$ cat src/rtl/icache_refill_controller.sv
// Instruction-cache miss handler: fetches a 4-word line from memory, assembles it, writes it to the cache.
// Latency is miss cycle + REQ until grant + one cycle per beat + WRITE; stall holds fetch for the whole refill.
module icache_refill_controller #(
    parameter int TIMEOUT    = 255,
    parameter int LINE_WORDS = 4
) (
    input  logic                     clk,
    input  logic                     rst,
    input  logic [31:0]              fetch_addr,
    input  logic                     fetch_valid,
    input  logic                     cache_hit,
    output logic                     stall,
    output logic                     mem_req,
    output logic [31:0]              mem_addr,
    input  logic                     mem_gnt,
    input  logic                     mem_rvalid,
    input  logic [31:0]              mem_rdata,
    output logic [32*LINE_WORDS-1:0] line_out,
    output logic [31:0]              fill_addr,
    output logic                     line_we,
    output logic                     err
);

    localparam int                TW       = $clog2(TIMEOUT + 1);
    localparam int                CW       = $clog2(LINE_WORDS);
    localparam logic [TW-1:0]     TMO_LAST = TW'(TIMEOUT - 1);
    localparam logic [CW-1:0]     CNT_LAST = CW'(LINE_WORDS - 1);

    typedef enum logic [2:0] {
        S_IDLE  = 3'd0,
        S_REQ   = 3'd1,
        S_FILL  = 3'd2,
        S_WRITE = 3'd3,
        S_ERR   = 3'd4
    } state_t;

    state_t                    r_state;
    logic [CW-1:0]             r_cnt;
    logic [TW-1:0]             r_tmo;
    logic [31:0]               r_fill_addr;
    logic [32*LINE_WORDS-1:0]  r_line;
    logic                      r_mem_req;
    logic                      r_line_we;
    logic                      r_err;

    logic                      w_miss;
    logic [31:0]               w_line_addr;

    assign w_miss      = fetch_valid && !cache_hit;
    assign w_line_addr = fetch_addr & ~32'h0000_000F;

    // The miss cycle itself must stall, so the IDLE term is combinational.
    assign stall     = (r_state != S_IDLE) || w_miss;
    assign mem_req   = r_mem_req;
    assign mem_addr  = r_fill_addr;
    assign fill_addr = r_fill_addr;
    assign line_out  = r_line;
    assign line_we   = r_line_we;
    assign err       = r_err;

    always_ff @(posedge clk or negedge rst) begin
        if (!rst) begin
            r_state     <= S_IDLE;
            r_cnt       <= '0;
            r_tmo       <= '0;
            r_fill_addr <= '0;
            r_line      <= '0;
            r_mem_req   <= 1'b0;
            r_line_we   <= 1'b0;
            r_err       <= 1'b0;
        end else begin
            case (r_state)
                S_IDLE: begin
                    if (w_miss) begin
                        r_fill_addr <= w_line_addr;
                        r_cnt       <= '0;
                        r_tmo       <= '0;
                        r_mem_req   <= 1'b1;
                        r_state     <= S_REQ;
                    end
                end
                S_REQ: begin
                    if (mem_gnt) begin
                        r_tmo     <= '0;
                        r_mem_req <= 1'b0;
                        r_state   <= S_FILL;
                    end else if (r_tmo == TMO_LAST) begin
                        r_mem_req <= 1'b0;
                        r_err     <= 1'b1;
                        r_state   <= S_ERR;
                    end else begin
                        r_tmo <= r_tmo + TW'(1);
                    end
                end
                S_FILL: begin
                    if (mem_rvalid) begin
                        r_line[32*r_cnt +: 32] <= mem_rdata;
                        r_cnt                  <= r_cnt + CW'(1);
                        r_tmo                  <= '0;
                        if (r_cnt == CNT_LAST) begin
                            r_line_we <= 1'b1;
                            r_state   <= S_WRITE;
                        end
                    end else if (r_tmo == TMO_LAST) begin
                        r_err   <= 1'b1;
                        r_state <= S_ERR;
                    end else begin
                        r_tmo <= r_tmo + TW'(1);
                    end
                end
                S_WRITE: begin
                    r_line_we <= 1'b0;
                    r_state   <= S_IDLE;
                end
                S_ERR: begin
                    // Only reset leaves the error state.
                    r_state <= S_ERR;
                end
                default: begin
                    r_state <= S_IDLE;
                end
            endcase
        end
    end

endmodule

$ cat config.mk
export PLATFORM = sky130hd
export DESIGN_NAME = icache_refill_controller
export DESIGN_NICKNAME = d
export VERILOG_FILES = /design/src/rtl/icache_refill_controller.sv
export SDC_FILE = /design/constraint.sdc
export NUM_CORES = 1
export LEC_CHECK = 0
export ABC_AREA = 1
export BUFFER_PORTS_ARGS = -buffer_cell sky130_fd_sc_hd__buf_2
export CORE_AREA = 2 2 136 138
export CTS_CLUSTER_SIZE = 14
export DETAILED_ROUTE_END_ITERATION = 12
export DIE_AREA = 0 0 138 140
export HOLD_SLACK_MARGIN = 0.02
export PLACE_DENSITY = 0.86
export SYNTH_ARGS = -nofsm -noshare
export SYNTH_HDL_FRONTEND = slang
export SYNTH_SLANG_ARGS = --single-unit
$ cat constraint.sdc
create_clock -name clk -period 1.9 [get_ports clk]
set_input_delay 0.38 -clock clk [delete_from_list [all_inputs] [get_ports clk]]
set_output_delay 0.38 -clock clk [all_outputs]
set_load 0.01 [all_outputs]
## After elaboration in Yosys (flattened, before gate mapping)

Index checks and enable logic that the tools add are counted.

- Add/subtract/negate cells: 3
- Eq/ne operators: 13
- Shift operators: 2
- Multiplexer cells: 26
- Reduce and logical (&&, ||, !) cells: 18

Operators with widths:

| operator | count |
|---|---|
| $bwmux 128 | 1 |
| $shift 32x34->128 const A | 1 |
| $shiftx 32x34->128 | 1 |
| $neg 7->34 | 1 |
| $mux 8 | 4 |
| $pmux 8 s3 | 1 |
| $mux 3 | 5 |
| $pmux 3 s4 | 1 |
| $reduce_and 3->1 | 4 |
| $ne 2x2->1 const B | 5 |
| $add 8x1->8 const B | 1 |
| $eq 8x8->1 const B | 1 |
| $mux 1 | 8 |
| $reduce_and 2->1 | 4 |
| $reduce_bool 2->1 | 4 |
| $eq 3x2->1 const B | 2 |
| $ne 3x3->1 const B | 2 |
| $pmux 1 s2 | 3 |
| $reduce_bool 3->1 | 2 |
| $mux 2 | 2 |
| $pmux 2 s2 | 1 |
| $eq 3x1->1 const B | 1 |
| $eq 3x3->1 const B | 1 |
| $logic_not 3->1 | 1 |
| 5 further kinds | 5 |

- Bits in registers: 172
- Input port bits: 70
- Word-level logic and storage cells: 70

## Logic depth before layout (Yosys ltp)

- Depth in word-level cells: 4
- Gate-level depth with buffers: 9

## Worst setup path before layout

No wires, ideal clock.

- Path type: register to register
- Start: register r_cnt[0]
- End: register r_line[10], in the netlist line_out[10]
- Library setup time: 0.074 ns
- Arrival time: 1.706 ns
- Required time: 1.826 ns
- Slack: 0.120 ns
- Cell stages (with the launch flop): 7
- Buffers on the path: 1
- Clock period less this slack: 1.780 ns
- Cell sequence: dfrtp_1 inv_1 ha_1 nor3_2 clkbuf_1 nand2_1 o21ai_2

- Word-level cells in the longest chain between the ends: 3

Ends and longest elaborated chain:

| element | line | text |
|---|---|---|
| start: declaration | 38 | `logic [CW-1:0] r_cnt;` |
| start signal: assignment | 98 | `r_cnt <= r_cnt + CW'(1);` |
| $neg 7->34 (*) | 97 | `r_line[32*r_cnt +: 32] <= mem_rdata;` |
| $shiftx 32x34->128 / $shift 32x34->128 (equally long branches) | 97 |  |
| $bwmux 128 (*) | 97 |  |
| end signal: indexed assignment | 97 |  |
| end: declaration | 41 | `logic [32*LINE_WORDS-1:0] r_line;` |

Every way passes the cells marked *; elsewhere a longest branch is shown, timed or not.
A chain may end at the register's enable or synchronous reset.

## Final worst setup path

- Start: register r_state[0]
- End: output port stall

- Word-level cells in the longest chain between the ends: 2

Ends and longest elaborated chain:

| element | line | text |
|---|---|---|
| start: declaration | 37 | `state_t r_state;` |
| start signal: assignment | 63 | `r_state <= S_IDLE;` |
| start signal: assignment | 79 | `r_state <= S_REQ;` |
| start signal: assignment | 86 | `r_state <= S_FILL;` |
| $reduce_bool 3->1 | 53 | `assign stall = (r_state != S_IDLE) \|\| w_miss;` |
| $logic_or 1x1->1 | 53 |  |
| end: declaration | 12 | `output logic stall,` |

Every way passes these cells.

==> impl_metrics.env <==
export IMPL_tns_ns=0
export IMPL_setup_viol=0
export IMPL_syn_instance_count=853
export IMPL_ys_warnings_count=0
export IMPL_grt_pass1_wl_mm=33.71
export IMPL_run_status="finished clean"
export IMPL_grt_overflow=0
export IMPL_synth_edf_count=0
export IMPL_worstSetupPathType="flip-flop to output port"
export IMPL_fin_crit_sh_pct=95.21
export IMPL_period_needed_ns=1.809
export IMPL_dominantRegCellSynth="dfrtp_1"
export IMPL_max_freq_ghz=0.5528
export IMPL_ioPinCount=266
export IMPL_antennaDiodeCount=0
export IMPL_clkPwrFrac_pct=28.7
export IMPL_die_area_um2=19320
export IMPL_nNetsFinal=1158
export IMPL_portBuffers=253
export IMPL_initial_core_util_pct=44.55
export IMPL_ys_ff_latch=172
export IMPL_internal_power_uw=7521
export IMPL_placed_area_um2=9249
export IMPL_p_per_area_nw_per_um2=1197
export IMPL_slew_viol_final=0
export IMPL_ys_seq_area_share_pct=54.34
export IMPL_p_leak_uw=0.005231
export IMPL_dr_pass1_iters=4
export IMPL_cts_buffers=17
export IMPL_skew_ns=0.009989
export IMPL_hold_path_class="input pin to flip-flop"
export IMPL_p_total_uw=11770
export IMPL_grt_start_max_net_pins=57
export IMPL_drtIter0Drc=415
export IMPL_vdd_drop_max_mv=0.6796
export IMPL_rows=49
export IMPL_coreArea_um2=17780
export IMPL_cts_reportedPaths_clkPinSlew_ns=0.06
export IMPL_clock_latency_ns=0.42
export IMPL_pre_cts_slack_ns=0.1141
export IMPL_seq_power_share_pct=40.4
export IMPL_avgRoutedWirePerCell_um=15.54
export IMPL_slew_headroom_pct=65.86
export IMPL_cts_setup_buffers=0
export IMPL_routed_via_density=4.882
export IMPL_cts_tree="yes"
export IMPL_htree_levels=4
export IMPL_ctsLongestPathBuffers=2
export IMPL_gp_congestion=0.8559
export IMPL_root_buffer="clkbuf_16"
export IMPL_cp_max_fo=7
export IMPL_grt_pass1_vias=6383
export IMPL_final_hold_violation_count=0
export IMPL_endpoint_kind="output port"
export IMPL_dp_hpwl_mm=14.99
export IMPL_areaGrowthSynthToFinish_pct=24.22
export IMPL_syn_area_per_cell_um2=9.285
export IMPL_design_area_um2=9838
export IMPL_antenna_found_initial=0
export IMPL_dr_total_vias=6454
export IMPL_maxCapViolCount=0
export IMPL_synthDistinctLibCells=27
export IMPL_cp_arrival_ns=1.43
export IMPL_setup_ws_ns=0.09092
export IMPL_synth_async_sr_flop_share_pct=100.0
export IMPL_cp_required_ns=1.52
export IMPL_p_sw_uw=4252
export IMPL_drive_above_1_share_pct=38.15
export IMPL_drcViolationCount=0
export IMPL_rsz0062_at_grt="no"
export IMPL_track_usage_pct=21.95
export IMPL_netlist_area_um2=7920
export IMPL_p_comb_share_pct=31.0
export IMPL_clkSinkCount=172
export IMPL_die_y_um=140
export IMPL_die_w_um=138
export IMPL_ant_nets=0
export IMPL_switching_share_pct=36.12
export IMPL_tightest_slew_ns=0.5122
export IMPL_start_kind="flip-flop"
export IMPL_wl_mm=20.55
==> cells in the final DEF, fill, tap and decap left out, drive strengths merged, types with 2 or more instances in the layout <==
master / instances
nand4: 2
inv: 59
clkinv: 5
nand2: 330
dfrtp: 172
nand3: 17
buf: 279
clkbuf: 18
a21oi: 3
clkinvlp: 2
conb: 8
nor3: 2
ha: 8
o21ai: 167
nor2: 16
==> final timing paths <==
check	from	end	slack (ns)	cells past startpoint
hold / removal	fetch_addr[20]	fill_addr[20]	0.19	3
setup / recovery	r_state[0]	stall	0.09	3
min in group asynchronous	rst	line_out[17]	0.47	2
hold reg to reg	err	err	0.46	2
max in group asynchronous	rst	r_state[1]	0.79	3
setup reg to reg	r_cnt[1]	line_out[80]	0.16	7
==> synth_stat cells (2+ instances only) <==
cell / count / area (um^2)
a21oi_1: 3 / 15.01
buf_2: 4 / 20.02
buf_4: 43 / 322.8
buf_6: 20 / 225.2
clkbuf_1: 11 / 41.29
dfrtp_1: 172 / 4304
ha_1: 8 / 100.1
inv_1: 52 / 195.2
nand2_1: 325 / 1220
nand2_4: 5 / 56.30
nand3_1: 16 / 80.08
nand4_1: 2 / 12.51
nor2_1: 12 / 45.04
nor2_2: 2 / 12.51
nor3_2: 2 / 20.02
o21ai_0: 29 / 145.1
o21ai_1: 48 / 240.2
o21ai_2: 90 / 788.3
==> power by group through the flow <==
stage	combinational [uW]	sequential [uW]	clock [uW]
2_1_floorplan	2200	5040	0
3_3_place_gp	3600	4770	0
3_5_place_dp	3680	4810	0
4_1_cts	3690	4750	3470
5_1_grt	4040	4850	3630
6_report	3650	4750	3370
==> cells by family after synthesis <==
| logic type | Yosys count | share of synthesized area [%] |
|---|---|---|
| buffers and inverters | 132 | 10.27 |
| AND/OR/NAND/NOR | 368 | 18.88 |
| adder cells (fa/ha/maj) | 8 | 1.264 |
| AO/OA/AOI/OAI | 172 | 15.20 |
| flip-flops | 172 | 54.34 |
| other | 1 | 0.04735 |
==> worst max-delay path, cell delays in order (launching register included) <==
cell and delay [ns]:
dfrtp_1 0.47, nor2_2 0.20, nand3_2 0.17, buf_2 0.18
==> sequential cells by signal (all words and copies together), names as in the netlist <==
signal and flops:
r_cnt 2, r_tmo 8, fill_addr 28, r_state 3, line_out 128, line_we 1, mem_req 1, err 1
==> metrics by stage <==
stage	hold slack [ns]	cells	util, %
final	0.1935	1322	55.33
after global routing	0.1904	1322	55.33
after CTS	0.1807	1322	55.29
after detailed placement	0.3669	1289	52.02
after global placement	0.3611	1289	52.02
after floorplan	0.08441	860	-
==> area by class of cell <==
| cell class | instances | area [um^2] |
|---|---|---|
| Fill cell | 1564 | 7941 |
| Sequential cell | 172 | 4305 |
| Multi-Input combinational cell | 556 | 2856 |
| Timing Repair Buffer | 280 | 1619 |
| Clock buffer | 18 | 439.2 |
| Tap cell | 229 | 286.5 |
| Inverter | 53 | 198.9 |
| Clock inverter | 14 | 132.6 |
==> timing repair <==
action,CTS,global route
hold buffers,1,0
setup endpoints to repair,0,21
hold endpoints to repair,41,0
resized for setup,0,3
==> per-layer routing <==
layer  GRT usage (%)  wire [um]
met1           28.08       8748
met2           37.68      10290
met3           5.094       1219
met4           6.015        286
met5               0          0
No activity file was read; power rests on OpenSTA's default activity.
